$ cat src/rtl/kronos_types.sv
// Shared Kronos type/helper package. Pipe structs live here; buffers carry
// them as plain WIDTH-bit vectors.
package kronos_types;

    // Bits needed to hold the values 0..n, e.g. an occupancy count of n entries.
    function automatic int clog2p1(input int n);
        int r;
        r = 0;
        while ((1 << r) < (n + 1)) begin
            r = r + 1;
        end
        return r;
    endfunction

endpackage

$ cat src/rtl/kronos_pipe_buffer.sv
// Elastic in-order pipestage holding up to DEPTH packets, with flush and an
// optional registered pipe_in_rdy that cuts the out_rdy -> in_rdy timing path.
module kronos_pipe_buffer
    import kronos_types::*;
#(
    parameter int WIDTH   = 32,
    parameter int DEPTH   = 2,
    parameter int REG_RDY = 0
) (
    input  logic                        clk,
    input  logic                        rst,
    input  logic                        flush,
    input  logic [WIDTH-1:0]            pipe_in_data,
    input  logic                        pipe_in_vld,
    output logic                        pipe_in_rdy,
    output logic [WIDTH-1:0]            pipe_out_data,
    output logic                        pipe_out_vld,
    input  logic                        pipe_out_rdy,
    output logic [clog2p1(DEPTH)-1:0]   count
);

    localparam int CW = clog2p1(DEPTH);
    localparam int PW = (DEPTH > 1) ? $clog2(DEPTH) : 1;

    logic [WIDTH-1:0] mem_q [DEPTH];
    logic [PW-1:0]    rd_ptr_q, rd_ptr_d;
    logic [PW-1:0]    wr_ptr_q, wr_ptr_d;
    logic [CW-1:0]    count_q, count_d;
    logic             push, pop, wr_en;

    // Explicit wrap keeps non-power-of-2 depths correct.
    function automatic logic [PW-1:0] ptr_inc(input logic [PW-1:0] p);
        return (p == PW'(DEPTH - 1)) ? '0 : p + 1'b1;
    endfunction

    always_comb begin
        push     = pipe_in_vld & pipe_in_rdy;
        pop      = pipe_out_vld & pipe_out_rdy;
        wr_en    = push & ~flush & ~rst;
        rd_ptr_d = rd_ptr_q;
        wr_ptr_d = wr_ptr_q;
        count_d  = count_q;
        if (flush) begin
            rd_ptr_d = '0;
            wr_ptr_d = '0;
            count_d  = '0;
        end else begin
            if (push) wr_ptr_d = ptr_inc(wr_ptr_q);
            if (pop)  rd_ptr_d = ptr_inc(rd_ptr_q);
            count_d = count_q + CW'(push) - CW'(pop);
        end
    end

    always_ff @(posedge clk) begin
        if (rst) begin
            rd_ptr_q <= '0;
            wr_ptr_q <= '0;
            count_q  <= '0;
        end else begin
            rd_ptr_q <= rd_ptr_d;
            wr_ptr_q <= wr_ptr_d;
            count_q  <= count_d;
        end
    end

    // Storage is never reset; the head is only meaningful while pipe_out_vld is high.
    always_ff @(posedge clk) begin
        if (wr_en) mem_q[wr_ptr_q] <= pipe_in_data;
    end

    assign pipe_out_vld  = (count_q != '0);
    assign pipe_out_data = mem_q[rd_ptr_q];
    assign count         = count_q;

    generate
        if (REG_RDY != 0) begin : g_reg_rdy
            logic rdy_q, rdy_d;
            always_comb rdy_d = (count_d < CW'(DEPTH));
            always_ff @(posedge clk) begin
                if (rst) rdy_q <= 1'b1;
                else     rdy_q <= rdy_d;
            end
            assign pipe_in_rdy = rdy_q;
        end else begin : g_comb_rdy
            // When full, a pop this cycle frees the slot the push writes after the edge.
            assign pipe_in_rdy = (count_q < CW'(DEPTH)) | pipe_out_rdy;
        end
    endgenerate

    always_ff @(posedge clk) begin
        if (!rst) begin
            assert (count_q <= CW'(DEPTH));
            assert (!(push && (count_q == CW'(DEPTH)) && ((REG_RDY != 0) || !pop)));
        end
    end

endmodule
$ cat config.mk
export PLATFORM = sky130hd
export DESIGN_NAME = kronos_pipe_buffer
export DESIGN_NICKNAME = d
export VERILOG_FILES = /design/src/rtl/kronos_types.sv /design/src/rtl/kronos_pipe_buffer.sv
export SDC_FILE = /design/constraint.sdc
export NUM_CORES = 1
export LEC_CHECK = 0
export CELL_PAD_IN_SITES_DETAIL_PLACEMENT = 1
export CELL_PAD_IN_SITES_GLOBAL_PLACEMENT = 1
export CORE_MARGIN = 1
export CORE_UTILIZATION = 43
export DETAILED_ROUTE_END_ITERATION = 10
export PLACE_DENSITY = 0.83
export SETUP_SLACK_MARGIN = 0.02
export SLEW_MARGIN = 30
export SYNTH_ARGS = -nofsm -noshare
export SYNTH_HDL_FRONTEND = slang
export SYNTH_SLANG_ARGS = --single-unit
$ cat constraint.sdc
create_clock -name clk -period 4.37 [get_ports clk]
set_input_delay 0.6555 -clock clk [delete_from_list [all_inputs] [get_ports clk]]
set_output_delay 0.6555 -clock clk [all_outputs]
set_load 0.05 [all_outputs]
==> Flow_metrics.wiki <==
{| class="wikitable"
! Metric !! Value
|-
| Result of the run || finished, final reports clean
|-
| Utilization after layout || 0.6244
|-
| Total overflow reported by the global router || 0
|-
| Number of storage elements in the synthesis netlist || 69
|-
| Fraction of synthesis flops using an asynchronous set or reset pin || 0
|-
| Die extent in y || between 80 and 90 µm
|-
| Critical path startpoint category || flip-flop
|-
| Max_slew headroom || 0.6503
|-
| Ys flop type || sky130_fd_sc_hd__edfxtp_1
|-
| Insertion delay to the later sink of the worst-skew pair || 0.33 ns
|-
| IO buf count || between 70 and 80
|-
| Reg-to-reg slack, setup || between 2 and 3 ns
|-
| First drt pass iteration count || 4
|-
| Post-synth EDFFs || 64
|-
| PwrDens || 385.7 nW/µm²
|-
| CP endpoint || pipe_out_data[14]
|-
| Worst slew pin tran || 0.5230 ns
|-
| Initial Utilization || 0.4498
|-
| Number of clock sinks || just under 70
|-
| Vias || 1399
|-
| Clock Skews || approximately 0.0082 ns
|-
| Post-synth top area share || 0.7174
|-
| Number of I/O pins || 73
|-
| Ys Warns || 0
|-
| Number of placed cells counting well taps || 270
|-
| Worst setup path class || flip-flop to primary output
|-
| Max cap viols || 0
|-
| Share of the clock period used by the worst path after layout || 0.6715
|-
| Filler Cell Count || 538
|-
| Cell at the root of the clock tree || sky130_fd_sc_hd__clkbuf_8
|-
| Layout Nets || 246
|-
| Final WL || 4.895 mm
|-
| Htree depth || 3
|-
| Unrepaired setup endpoints after global routing || no
|-
| Mean number of vias per cell || roughly 4.9
|-
| Cell variety after synth || 18
|-
| CTS max path bufs || 2
|-
| Syn Nets || about 160
|-
| Cts bufs inserted || 9
|-
| Area enclosed by the die boundary || 6550 µm²
|-
| Layout cells sized above 1 || 0.2406
|-
| Sequential share of the synthesized area || 0.7548
|-
| Data required time of the critical path || about 3.7 ns
|-
| Post-synthesis cell count || roughly 130
|-
| Post-DP HPWL || about 3.4 mm
|-
| Remaining DRCs || 0
|-
| Number of max-slew violations in the final report || 0
|-
| Classification of the worst-slack hold path || flip-flop to flip-flop
|-
| Number of nets with antenna violations after routing || 0
|-
| Final Setup Violations || 0
|-
| Largest net degree at the start of global routing || 33
|-
| Depth of the most critical reg-to-reg path || 8
|-
| Endpoint kind of the worst setup timing path || primary output
|-
| Global-route wire length before repair || roughly 7.1 mm
|-
| Clock transition time at the flip-flop clock pins of the worst setup and hold paths || roughly 0.07 ns
|-
| GRT Util Overall || 0.1587
|-
| Antenna diode count || 0
|-
| Arrival time of the worst setup path || ~2.3 ns
|-
| Total count of hold-check failures in the final report || 0
|-
| Gp weighted congestion || roughly 0.65
|-
| Synth Area per Inst || 21.43 µm²
|-
| Leading post-synthesis cells by cell area || sky130_fd_sc_hd__edfxtp_1, sky130_fd_sc_hd__mux2_4, sky130_fd_sc_hd__dfxtp_1, sky130_fd_sc_hd__buf_6, sky130_fd_sc_hd__xnor2_1
|-
| Summed instance area of the synthesized netlist || ~2700 µm²
|-
| Final routed wire length divided by cell count || around 17 µm
|-
| Register cell area after layout || 2023 µm²
|-
| Number of antenna violations at the first check in global routing || 0
|-
| Source of the worst register-to-register timing path || count[1]$_SDFF_PP0_
|-
| TritonCTS clock tree || done
|-
| Core area || ~6000 µm²
|-
| 1st-iter DRT viols || 28
|-
| Syn-to-layout area delta || 38.81%
|-
| Count of hold buffers inserted by post-cts repair || 0
|-
| Cell type with the largest total area after synthesis || sky130_fd_sc_hd__edfxtp_1
|-
| Worst voltage drop across the vdd grid || approximately 0.19 mV
|-
| Count of standard-cell rows || 28
|-
| Max Fclk || about 0.34 GHz
|-
| Quantity of gates resized following cts || 0
|-
| Cell types with the highest counts after synthesis || sky130_fd_sc_hd__edfxtp_1, sky130_fd_sc_hd__mux2_4, sky130_fd_sc_hd__dfxtp_1, sky130_fd_sc_hd__buf_6, sky130_fd_sc_hd__xnor2_1
|-
| Multi-input logic area || 615.6 µm²
|-
| Most common cell in the synthesized netlist || sky130_fd_sc_hd__edfxtp_1
|-
| Overall die width || roughly 81 µm
|-
| Leak Pwr || approximately 1.3 nW
|-
| Setup TNS || 0 ns
|-
| Post-CTS setup repair buffer count || 0
|-
| Final min period || 2.934 ns
|-
| Final hold slack || approximately 0.49 ns
|-
| Vias in the first global route || around 1.5k
|-
| Largest fanout of any net on the critical path || 19
|-
| Post-route insts no fill || 287
|-
| Endpoint of the worst-slack reg-to-reg timing path || count[1]$_SDFF_PP0_
|}
-- cells in the final DEF (no fill, tap or decap), types with 3 or more instances in the layout --
cell | netlist | routed
sky130_fd_sc_hd__dfxtp_1 | 5 | 4
sky130_fd_sc_hd__xnor2_1 | 3 | 3
sky130_fd_sc_hd__mux2_4 | 30 | 30
sky130_fd_sc_hd__clkbuf_8 | 0 | 9
sky130_fd_sc_hd__clkdlybuf4s50_1 | 0 | 72
sky130_fd_sc_hd__edfxtp_1 | 64 | 64
-- metal layers --
metal	GRT usage	part of all wire	vias up
met5	0	0	-
met4	0.08571	0.020	0
met3	0.04494	0.037	8
met2	0.3008	0.57	46
met1	0.1529	0.37	701
li1	-	-	644
-- cell families (layout without fill, tap and decap cells) --
logic type               after synthesis  count (layout)  synth area share
multiplexers                          33              33            0.1803
XOR/XNOR                               3               3          0.009810
AO/OA/AOI/OAI                          1               1          0.003270
buffers and inverters                  5              92           0.01821
flip-flops                            69              69            0.7548
AND/OR/NAND/NOR                       12              12           0.02429
adder cells (fa/ha/maj)                2               2          0.009340
-- critical path, cell delays in order, from the launching register on --
cell and delay, ns:
sky130_fd_sc_hd__dfxtp_2 0.64, sky130_fd_sc_hd__buf_12 0.25, sky130_fd_sc_hd__mux2_2 0.36, sky130_fd_sc_hd__clkdlybuf4s50_1 0.70
-- how the worst min path moves through the flow --
stage	end	start	depth (start not counted)	slack (ns)
CTS	wr_ptr_q$_SDFFE_PP0P_	wr_ptr_q$_SDFFE_PP0P_	2	0.49
global route	wr_ptr_q$_SDFFE_PP0P_	wr_ptr_q$_SDFFE_PP0P_	2	0.52
global placement	wr_ptr_q$_SDFFE_PP0P_	wr_ptr_q$_SDFFE_PP0P_	2	0.46
finish	wr_ptr_q$_SDFFE_PP0P_	wr_ptr_q$_SDFFE_PP0P_	2	0.49
floorplan	wr_ptr_q$_SDFFE_PP0P_	wr_ptr_q$_SDFFE_PP0P_	2	0.44
detailed placement	wr_ptr_q$_SDFFE_PP0P_	wr_ptr_q$_SDFFE_PP0P_	2	0.48
-- metrics by stage --
stage	power [mW]	setup slack, ns	area, µm²
floorplan	0.8433	1.252	2679
global placement	0.9061	1.582	3465
detailed placement	0.9131	1.602	3485
CTS	1.441	1.395	3691
global route	1.479	1.337	3719
finish	1.434	1.436	3719
-- final cells by class --
cell class,instances,area share
flip-flops and latches,69,0.5441
repair buffers,75,0.2086
multi-input cells,51,0.1655
clock buffers,11,0.03533
well taps,75,0.02524
clock inverters,5,0.02019
inverters,1,0.001009
-- report_power, final --
group	internal (mW)	total (mW)	switching [mW]	leakage, nW
Combinational	0.0755	0.157	0.0813	0.583
Clock	0.318	0.535	0.217	0.0986
Sequential	0.736	0.743	0.00649	0.622
Total	1.13	1.43	0.305	1.30
-- registers in the layout, summed over array words and instances (netlist names), named ones only --
| signal | cells |
|---|---|
| mem_q | 64 |
| count | 2 |
| rd_ptr_q | 1 |
| wr_ptr_q | 1 |
No activity file was read; power rests on OpenSTA's default activity.
